==> config.mk <==
export PLATFORM = sky130hd
export DESIGN_NAME = scan_pattern_ctrl
export DESIGN_NICKNAME = d
export VERILOG_FILES = /design/src/rtl/scan_pattern_ctrl.sv
export SDC_FILE = /design/constraint.sdc
export NUM_CORES = 1
export LEC_CHECK = 0
export BUFFER_PORTS_ARGS = -buffer_cell sky130_fd_sc_hd__buf_2
export CORE_MARGIN = 1
export CORE_UTILIZATION = 39
export DETAILED_ROUTE_END_ITERATION = 12
export HOLD_SLACK_MARGIN = 0.05
export PLACE_DENSITY_LB_ADDON = 0.08
export SLEW_MARGIN = 20
export SYNTH_ARGS = -nofsm -noshare
export SYNTH_HDL_FRONTEND = slang
export SYNTH_SLANG_ARGS = --single-unit
==> constraint.sdc <==
create_clock -name CLK -period 1.7 [get_ports CLK]
set_input_delay 0.085 -clock CLK [delete_from_list [all_inputs] [get_ports CLK]]
set_output_delay 0.085 -clock CLK [all_outputs]
set_load 0.005 [all_outputs]
==> src/rtl/scan_pattern_ctrl.sv <==
// -----------------------------------------------------------------------------
// scan_pattern_ctrl
//
// Sequencer for a single scan chain built from mux-D scan flops. For each
// accepted request it shifts a parallel pattern into the chain (MSB first so
// that flop i ends up holding pattern[i]), drops SE for exactly one functional
// capture cycle, then shifts the captured response out and presents it as a
// parallel word behind a valid/ready handshake.
//
// Parameters
//   CHAIN_LEN  number of flops in the chain (L), must be >= 2
//   FILL       value driven on scan_si while the response is unloaded
//
// Ports
//   CLK         chain and controller clock (all state on posedge)
//   RSTB        asynchronous active-low reset
//   start       request, accepted only while idle
//   abort       synchronous abort, returns to idle on the next edge
//   pattern     pattern to load, sampled on the accepting edge
//   busy        high whenever the sequencer is not idle
//   scan_se     scan enable to every chain flop (registered)
//   scan_si     scan input to chain flop 0 (registered)
//   scan_so     Q of the last chain flop (flop L-1)
//   resp        captured response, resp[i] = flop i after capture (registered)
//   resp_valid  response available (registered)
//   resp_ready  consumer accepts the response
// -----------------------------------------------------------------------------
module scan_pattern_ctrl #(
  parameter int unsigned CHAIN_LEN = 16,
  parameter logic        FILL      = 1'b0
) (
  input  logic                 CLK,
  input  logic                 RSTB,
  input  logic                 start,
  input  logic                 abort,
  input  logic [CHAIN_LEN-1:0] pattern,
  output logic                 busy,
  output logic                 scan_se,
  output logic                 scan_si,
  input  logic                 scan_so,
  output logic [CHAIN_LEN-1:0] resp,
  output logic                 resp_valid,
  input  logic                 resp_ready
);

  localparam int unsigned            CNT_W    = $clog2(CHAIN_LEN + 1);
  localparam logic [CNT_W-1:0]       CNT_ZERO = {CNT_W{1'b0}};
  localparam logic [CNT_W-1:0]       CNT_ONE  = {{(CNT_W-1){1'b0}}, 1'b1};
  localparam logic [CNT_W-1:0]       CNT_LAST = CNT_W'(CHAIN_LEN - 1);
  localparam logic [CHAIN_LEN-1:0]   VEC_ZERO = {CHAIN_LEN{1'b0}};

  typedef enum logic [2:0] {
    S_IDLE    = 3'd0,
    S_SHIFT   = 3'd1,
    S_CAPTURE = 3'd2,
    S_UNLOAD  = 3'd3,
    S_DONE    = 3'd4
  } state_t;

  state_t               state_q, state_d;
  logic [CNT_W-1:0]     cnt_q, cnt_d;
  // Holds the bits still to be shifted, left-aligned: bit L-1 is always the
  // next value for scan_si. Loaded pre-shifted by one on the accepting edge
  // because pattern[L-1] goes straight to scan_si on that same edge.
  logic [CHAIN_LEN-1:0] pat_q, pat_d;
  logic [CHAIN_LEN-1:0] resp_q, resp_d;
  logic                 se_q, se_d;
  logic                 si_q, si_d;
  logic                 valid_q, valid_d;

  // State register plus every registered output.
  always_ff @(posedge CLK or negedge RSTB) begin
    if (!RSTB) begin
      state_q <= S_IDLE;
      cnt_q   <= CNT_ZERO;
      pat_q   <= VEC_ZERO;
      resp_q  <= VEC_ZERO;
      se_q    <= 1'b0;
      si_q    <= 1'b0;
      valid_q <= 1'b0;
    end else begin
      state_q <= state_d;
      cnt_q   <= cnt_d;
      pat_q   <= pat_d;
      resp_q  <= resp_d;
      se_q    <= se_d;
      si_q    <= si_d;
      valid_q <= valid_d;
    end
  end

  // Next-state and phase counter; abort outranks every other transition.
  always_comb begin
    state_d = state_q;
    cnt_d   = cnt_q;
    case (state_q)
      S_IDLE: begin
        // An abort in idle also masks a simultaneous start.
        if (start && !abort) begin
          state_d = S_SHIFT;
          cnt_d   = CNT_ZERO;
        end else begin
          state_d = S_IDLE;
        end
      end
      S_SHIFT: begin
        if (abort) begin
          state_d = S_IDLE;
          cnt_d   = CNT_ZERO;
        end else if (cnt_q == CNT_LAST) begin
          state_d = S_CAPTURE;
          cnt_d   = CNT_ZERO;
        end else begin
          cnt_d   = cnt_q + CNT_ONE;
        end
      end
      S_CAPTURE: begin
        if (abort) begin
          state_d = S_IDLE;
        end else begin
          state_d = S_UNLOAD;
        end
        cnt_d = CNT_ZERO;
      end
      S_UNLOAD: begin
        if (abort) begin
          state_d = S_IDLE;
          cnt_d   = CNT_ZERO;
        end else if (cnt_q == CNT_LAST) begin
          state_d = S_DONE;
          cnt_d   = CNT_ZERO;
        end else begin
          cnt_d   = cnt_q + CNT_ONE;
        end
      end
      S_DONE: begin
        if (abort) begin
          state_d = S_IDLE;
        end else if (resp_ready) begin
          state_d = S_IDLE;
        end else begin
          state_d = S_DONE;
        end
        cnt_d = CNT_ZERO;
      end
      default: begin
        state_d = S_IDLE;
        cnt_d   = CNT_ZERO;
      end
    endcase
  end

  // Next values of the registered outputs, decoded from the transition being
  // taken so that each output lines up with the state it belongs to.
  always_comb begin
    pat_d   = pat_q;
    resp_d  = resp_q;
    si_d    = 1'b0;
    se_d    = (state_d == S_SHIFT) || (state_d == S_UNLOAD);
    valid_d = (state_d == S_DONE);

    if ((state_q == S_IDLE) && (state_d == S_SHIFT)) begin
      si_d  = pattern[CHAIN_LEN-1];
      pat_d = {pattern[CHAIN_LEN-2:0], 1'b0};
    end else if ((state_q == S_SHIFT) && (state_d == S_SHIFT)) begin
      si_d  = pat_q[CHAIN_LEN-1];
      pat_d = {pat_q[CHAIN_LEN-2:0], 1'b0};
    end else if (state_d == S_UNLOAD) begin
      si_d  = FILL;
    end else begin
      si_d  = 1'b0;
    end

    // scan_so is sampled with the pre-edge value on each unload edge; the
    // first sample is flop L-1 and ends up in resp[L-1] after L shifts.
    // The edge that takes an abort leaves resp untouched.
    if ((state_q == S_UNLOAD) && !abort) begin
      resp_d = {resp_q[CHAIN_LEN-2:0], scan_so};
    end else begin
      resp_d = resp_q;
    end
  end

  assign busy       = (state_q != S_IDLE);
  assign scan_se    = se_q;
  assign scan_si    = si_q;
  assign resp       = resp_q;
  assign resp_valid = valid_q;

endmodule

---- After elaboration in Yosys (flattened, before gate mapping) ----
Cells that the tools add are included.
W data, S select, Z words.
storage, ports and cells
  register bits ........................... 43
  input port bits ......................... 22
operators by class
  add/sub/neg operators ................... 1
  equality and inequality tests ........... 9
  multiplexer cells ....................... 17
  reductions and logical operators ........ 10
operators by type and width
  kind                   number
  $mux W16               2
  $mux W3                6
  $mux W5                3
  $pmux W3 S5            1
  $pmux W5 S2            1
  $eq A3 B2 Y1 const B   3
  $eq A3 B1 Y1 const B   2
  $eq A3 B3 Y1 const B   2
  $add A5 B1 Y5 const B  1
  $eq A5 B4 Y1 const B   1
  $logic_and A1 B1 Y1    4
  $logic_not A3 Y1       1
  $mux W1                3
  $reduce_bool A3 Y1     1
  $mux W2                1
  $ne A2 B2 Y1 const B   1
  $reduce_bool A2 Y1     1
  $reduce_or A2 Y1       1
  $logic_not A1 Y1       1
  $logic_or A1 B1 Y1     1

---- Logic depth before layout (Yosys ltp) ----
Gate-level depths: netlist of run 1.
  depth after elaboration ................. 8
  gate-level depth with buffers ........... 6
  mapped depth without buffers ............ 5

---- Worst setup path after synthesis of run 1 ----
OpenSTA, ideal clock, no wires.
  path type ............................... register to register
  from .................................... reg state_q[2]
  to ...................................... reg resp_q[10], in the netlist resp[10]
  library setup time ...................... 125 ps
  arrival time ............................ 1,425 ps
  data required time ...................... 1,575 ps
  slack ................................... 151 ps
  stages on the path, launching flop included .. 6
  period minus slack after synthesis ...... 1,549 ps
  cells stage by stage .................... dfrtp_1 > nor3b_2 > and2_1 > buf_4 > buf_6 > mux2_2
between the ends
  longest elaborated chain between the ends .. 2
RTL lines
  what                    line  RTL
  start, declared         60    state_t state_q, state_d;
  start signal, assigned  82    state_q <= state_d;
  $eq A3 B2 Y1            177   if ((state_q == S_UNLOAD) && !abort) begin
  $logic_and A1 B1 Y1     177
  end signal, assigned    85    resp_q <= resp_d;
  end, declared           66    logic [CHAIN_LEN-1:0] resp_q, resp_d;
Every way passes these cells.
A chain may end at the register's enable or synchronous reset.

---- Worst setup path after layout of run 1 ----
  from .................................... reg state_q[1]
  to ...................................... reg cnt_q[2]
between the ends
  longest elaborated chain between the ends .. 3
  elaborated cells between the ends (all ways) .. 6
RTL lines
  what                                          line  RTL
  $eq A3 B1 Y1 or $eq A3 B2 Y1 (tied branches)  96    case (state_q)
  $reduce_or A2 Y1 (no source line)             n/a
  $pmux W5 S2                                   96
  end signal, assigned                          83    cnt_q <= cnt_d;
  end, declared                                 61    logic [CNT_W-1:0] cnt_q, cnt_d;
Parallel ways exist; a longest one is shown, timed or not.

==> impl_metrics.yaml, run 1 <==
yosys:
  synth_top_family_by_area: "multiplexers"
  syn_nets: 175
  synth_most_common_cell: "dfrtp_1"
  ys_async_sr_fraction: 1.000
  synth_top_area_frac: 0.5821
  synth-compound-area-share: 0.08870
  synthTopCellsByCount: "42 x dfrtp_1, 18 x nor2_1, 17 x a21oi_1"
  syn_area_per_cell_um2: 11.88
  synth_warnings: 0
  syn_area_um2: 1805
  synth_largest_area_cell: "dfrtp_1"
  synth_cells: 152
  synthAdderAreaFrac: 0.006930
  synth_seq_cells: 42
  synthSimpleGateAreaFrac: 0.1067
  synth.mux.area_fraction: 0.1774
  ys.flop_type: "dfrtp_1"
  synth_cell_types: 30
  synth_edf_count: 0
  ys_seq_area_frac: 0.5821
  synthTopCellsByArea: "dfrtp_1 58%, mux2_2 10%, mux2i_1 7.8%, a21oi_1 4.7%, nor2_1 3.7%"
  synth-xor-area-share: 0.004851
final_layout:
  fin_nets: 228
  drive_gt1_frac: 0.3835
  num_antenna_cells: 0
  nFillCells: 402
  area_growth_syn_to_layout_pct: 26.54
setup_path:
  cp_cell_sequence: "nor3_2 > inv_1 > nor2_1 > o21ai_0 > o21ai_0"
  rrSetupSlack_ps: 100
  startpoint_type: "flip-flop"
  critPathMaxFanout: 8
  worst_path_max_delay_cell: "dfrtp_1"
  rr_startpoint: "state_q[1]"
  cp_slowest_stage_delay_ps: 460
  crit_path_frequent_cell: "o21ai_0"
  cp-end-kind: "flip-flop"
  r2r.worst_path.cells: 5
  worstPathArrival_ps: 1790
  r2r_end: "cnt_q[2]"
  cp_data_required_time_ps: 1890
  path_class: "flip-flop to flip-flop"
  crit_path_start: "state_q[1]"
drt:
  drt-vias-per-instance: 4.965
  drc: 0
  num_vias: 1281
  drt_iter0_markers: 41
  ant_nets: 0
  routed_wl_um: 3292
  avgRoutedWirePerCell_um: 12.76
  firstDrtPassIters: 5
cts:
  clk_path_buf_depth: 2
  cts_root_buf: "clkbuf_8"
  cts.clk_slew.worst_paths_ps: 80
  cts_tree: "built"
  clock-sinks: 42
  clk_latency_ps: 290
  htree_levels: 2
  cts_made_buffers: 5
sta:
  slew_viol_final: 0
  fin_crit_ps: 1598
  hold_viol_final: 0
  fin_skew_ps: 4.838
  setup_slack_ps: 102.3
  period_share: 0.9398
  fin_setup_tns_ps: 0
  maxSlewHeadroom: 0.6444
  fmax_mhz: 625.9
  finalSetupViolCount: 0
  rsz0062_at_grt: "no"
  worstMarginPinSlew_ps: 533.5
placed_design:
  dp_slack_ps: 17.07
  gp_congestion: 0.7527
  portBuffers: 41
  place_hpwl_um: 2322
grt:
  antenna_found_initial: 0
  grt_pass1_vias: 1247
  grt_first_pass_wirelength_um: 5630
  overflow: 0
  grt_max_degree: 43
  grt_usage: 0.1455
power_and_ir_drop:
  p_total_mw: 2.172
  ir_worst_vdd_mv: 0.4426
  power_density_nw_per_um2: 950.8
  power_leakage_nw: 1.194
floorplanning:
  initial_core_util: 0.4090
  coreArea_um2: 4414
  ioPinCount: 42
  row_count: 24
  die_h_um: 70.04
  die_x_um: 70.04
  dieArea_um2: 4906
hold_path:
  worstHoldEndpoint: "pat_q[1]"
  hold_depth: 3
  hold_class: "input port to flip-flop"
  hold_start: "pattern[0]"
job:
  drv_cap: 0
run_status:
  status: "completed"
-- layout by cell type (no fill, tap or decap), types with 2 or more instances in the layout --
cell type,instances
dfrtp_1,42
buf_2,41
nor2_1,18
a21oi_1,17
mux2_2,16
mux2i_1,14
buf_4,6
nand2_1,5
clkbuf_8,5
nor2b_1,4
o21ai_0,4
dlygate4sd3_1,4
nor3_1,3
inv_1,3
nand3_1,3
nand3b_1,2
clkinv_2,2
buf_12,2
-- worst max-delay path: cells and delay by family (launching register included) --
kind | cells | cell delay [ps]
compound gates | 2 | 280
buf+inv | 1 | 110
flops | 1 | 460
simple gates | 2 | 640
-- registers in the layout, summed over array words and instances, names as in the netlist --
register,flops
state_q,3
scan_si,1
pat_q,15
cnt_q,5
scan_se,1
resp_valid,1
resp,16
-- how the worst max path moves through the flow --
stage	to	slack (ps)	cells past startpoint
detailed placement	pat_q[2]	20	4
global route	cnt_q[2]	10	5
CTS	pat_q[3]	9	4
finish	cnt_q[2]	100	5
global placement	pat_q[5]	80	4
floorplan	resp[10]	150	5
-- metal layers --
layer,global-route usage,up-vias,routed length (um)
met4,0.04667,0,17
met1,0.1838,602,1506
met5,0,-,0
li1,-,639,-
met2,0.2350,38,1596
met3,0.04906,2,172
-- cell type report --
cell class	instances	area (um^2)	share of cell area
flip-flops and latches	42	1051	0.4600
well taps	52	65.06	0.02848
repair buffers	53	330.3	0.1446
clock inverters	3	40.04	0.01752
clock buffers	5	68.82	0.03012
inverters	3	11.26	0.004929
multi-input cells	100	718.2	0.3143
-- stage by stage --
| step | util | hold WS, ps | instances | cell area (um^2) |
|---|---|---|---|---|
| 2_1_floorplan | - | -210.6 | 152 | 1805 |
| 3_3_place_gp | 0.4751 | 179.5 | 244 | 2097 |
| 3_5_place_dp | 0.4751 | 185.6 | 244 | 2097 |
| 4_1_cts | 0.5088 | 56.85 | 256 | 2246 |
| 5_1_grt | 0.5176 | 81.51 | 258 | 2285 |
| 6_report | 0.5176 | 68.79 | 258 | 2285 |
-- power breakdown --
| group | switching (mW) | internal (mW) | total [mW] | leakage, nW |
|---|---|---|---|---|
| clock network | 0.332 | 0.432 | 0.764 | 0.0579 |
| logic | 0.131 | 0.134 | 0.264 | 0.603 |
| registers | 0.0538 | 1.09 | 1.14 | 0.532 |
| total | 0.516 | 1.66 | 2.17 | 1.19 |
-- cells by family (layout without fill, tap and decap cells) --
| family | after synthesis | count (layout) |
|---|---|---|
| AOI/OAI and AO/OA | 28 | 28 |
| xor gates and xnor gates | 1 | 1 |
| adders and majority gates | 1 | 1 |
| buffers and inverters | 10 | 64 |
| DFF | 42 | 42 |
| muxes | 30 | 30 |
| and+or+nand+nor | 40 | 40 |
-- timing repair --
item / CTS / global route
buffers inserted: 0 / 2
gates resized for setup: 0 / 5
hold buffers: 4 / 0
hold endpoints to repair: 47 / 0
endpoints found under the setup margin: 0 / 18
Power figures use the tool's default switching activity.
==> inputs of run 2 (changes only) <==
--- a/config.mk
+++ b/config.mk
@@ -5,9 +5,11 @@
 export SDC_FILE = /design/constraint.sdc
 export NUM_CORES = 1
 export LEC_CHECK = 0
+export ABC_AREA = 1
 export BUFFER_PORTS_ARGS = -buffer_cell sky130_fd_sc_hd__buf_2
 export CORE_MARGIN = 1
 export CORE_UTILIZATION = 39
+export CTS_CLUSTER_SIZE = 14
 export DETAILED_ROUTE_END_ITERATION = 12
 export HOLD_SLACK_MARGIN = 0.05
 export PLACE_DENSITY_LB_ADDON = 0.08
==> run 2 against run 1 <==
Area after synthesis grew 15%. Final cell count grew 41%. Via count grew 38%. Combinational power grew 62%. Largest cell class unchanged.
==> impl_metrics.yaml, run 2 <==
run_status:
  status: "completed"
final_layout:
  postLayoutCellArea_um2: 2491
  nFillCells: 528
  num_antenna_cells: 0
  drive_gt1_frac: 0.2721
  most-common-layout-cells: "93 x nand2_1, 42 x dfrtp_1, 41 x buf_2"
  area_growth_syn_to_layout_pct: 20.30
  final_cells: 364
  fin_nets: 316
  fin_util: 0.4878
  final_common_cell: "nand2_1"
  largest_reg_flops: 16
power_and_ir_drop:
  swShare: 0.2828
  combPwrFrac: 0.177
  power_density_nw_per_um2: 969.6
  ir_worst_vdd_mv: 0.4572
  p_total_mw: 2.415
  internal-power_mw: 1.732
  pwr-share-clk: 0.329
  pwr-share-seq: 0.494
  power_leakage_nw: 1.391
  p_switching_uw: 683.2
cts:
  holdBufCountCts: 4
  ctsResizeCount: 0
  htree_levels: 2
  clk_path_buf_depth: 2
  cts_made_buffers: 5
  cts_root_buf: "clkbuf_8"
  cts_setup_buffers: 0
  clock-sinks: 42
  cts_tree: "built"
  cts.clk_slew.worst_paths_ps: 80
  clk_latency_ps: 300
sta:
  worstMarginPinSlew_ps: 536.4
  finalSetupViolCount: 0
  setup_slack_ps: 195.5
  slew_viol_final: 0
  fmax_mhz: 664.7
  hold_viol_final: 0
  fin_crit_ps: 1505
  fin_skew_ps: 8.091
  maxSlewHeadroom: 0.6424
  rsz0062_at_grt: "no"
  period_share: 0.8850
  fin_setup_tns_ps: 0
  finalHoldWorstSlack_ps: 106.8
floorplanning:
  die_h_um: 74.87
  die_x_um: 74.87
  row_count: 26
  dieArea_um2: 5605
  coreArea_um2: 5107
  initial_core_util: 0.4054
  ioPinCount: 42
yosys:
  synth_most_common_cell: "nand2_1"
  synth_warnings: 0
  synth_seq_cells: 42
  synth_cells: 245
  synth_edf_count: 0
  ys.flop_type: "dfrtp_1"
  syn_nets: 268
  synth_largest_area_cell: "dfrtp_1"
  synthTopCellsByCount: "93 x nand2_1, 42 x dfrtp_1, 34 x nand3_1"
  syn_area_um2: 2071
  syn_area_per_cell_um2: 8.452
  synth_top_area_frac: 0.5076
  ys_async_sr_fraction: 1.000
  synthTopCellsByArea: "dfrtp_1 51%, nand2_1 17%, nand3_1 8.2%, nand4_1 4.5%, nand2_2 3.0%"
  ys_seq_area_frac: 0.5076
  synth_cell_types: 23
grt:
  grt_first_pass_wirelength_um: 7334
  grt_usage: 0.1763
  grt_max_degree: 43
  overflow: 0
  antenna_found_initial: 0
  grt_pass1_vias: 1576
placed_design:
  gp_congestion: 0.7573
  dp_cells: 352
  post_dp_cell_area_um2: 2337
  portBuffers: 41
  place_hpwl_um: 3009
  dp_slack_ps: 185.1
setup_path:
  cp_cell_sequence: "ha_1 > nand4_2 > nand3_4 > buf_4 > nand3_1 > nand2_1"
  critPathMaxFanout: 11
  worstPathArrival_ps: 1700
  path_delay_family: "simple AND/OR/NAND/NOR gates"
  startpoint_type: "flip-flop"
  worst_path_max_delay_cell: "dfrtp_1"
  cp-end-kind: "flip-flop"
  path_class: "flip-flop to flip-flop"
  cp_slowest_stage_delay_ps: 420
  cp.buffers_inverters: 1
  cp_data_required_time_ps: 1890
job:
  drv_cap: 0
drt:
  firstDrtPassIters: 4
  ant_nets: 0
  avgRoutedWirePerCell_um: 12.24
  num_vias: 1765
  drc: 0
  routed_wl_um: 4456
  drt-vias-per-instance: 4.849
  drt_iter0_markers: 77
hold_path:
  hold_class: "input port to flip-flop"
-- run 2: cell types whose count changed after synthesis, moves of 12 or more --
cell | before | now
a21oi_1 | 17 | 2
mux2_2 | 16 | 0
mux2i_1 | 14 | 0
nand2_1 | 5 | 93
nand3_1 | 3 | 34
nand4_1 | 0 | 15
nor2_1 | 18 | 6
-- run 2: worst paths after layout --
| kind | startpoint | end | slack [ps] | cells after the start |
|---|---|---|---|---|
| setup / recovery | cnt_q[0] | pat_q[8] | 200 | 6 |
| hold / removal | resp_ready | state_q[2] | 110 | 4 |
| setup reg to reg | cnt_q[0] | pat_q[8] | 200 | 6 |
| hold reg to reg | resp[7] | resp[7] | 500 | 2 |
| max in group asynchronous | RSTB | resp[1] | 940 | 3 |
| min in group asynchronous | RSTB | pat_q[5] | 390 | 3 |
-- run 2: tightest hold or removal path: stages --
cell and delay [ps]:
buf_2 70, nor2_1 40, nand3_1 90, o21ai_1 70
-- run 2: kinds of logic after synthesis --
family                     Yosys count  synth area share
AOI/OAI and AO/OA                   11           0.02900
adders and majority gates            1          0.006041
buffers and inverters               24           0.06465
DFF                                 42            0.5076
and+or+nand+nor                    167            0.3927
-- run 2: per-layer routing --
| layer | share of wire | GRT usage | vias to the layer above | routed length (um) |
|---|---|---|---|---|
| li1 | - | - | 898 | - |
| met1 | 0.49 | 0.2287 | 823 | 2175 |
| met2 | 0.46 | 0.2853 | 37 | 2045 |
| met3 | 0.039 | 0.04284 | 7 | 176 |
| met4 | 0.013 | 0.06918 | 0 | 59 |
| met5 | 0 | 0 | - | 0 |
-- run 2: final cells by class --
| cell class | count | area (um^2) | area share |
|---|---|---|---|
| clock buffers | 5 | 68.82 | 0.02762 |
| clock inverters | 3 | 45.04 | 0.01808 |
| well taps | 70 | 87.58 | 0.03516 |
| inverters | 12 | 47.55 | 0.01909 |
| flip-flops and latches | 42 | 1051 | 0.4219 |
| repair buffers | 53 | 305.3 | 0.1226 |
| multi-input cells | 179 | 885.9 | 0.3556 |
-- run 2: power groups by stage --
stage                     registers [mW]  clock network [mW]  logic, mW
after global placement              1.21                   0      0.425
after detailed placement            1.21                   0      0.427
after CTS                           1.19               0.821      0.438
after floorplan                     1.20                   0      0.321
final                               1.19               0.795      0.427
after global routing                1.21               0.859      0.502
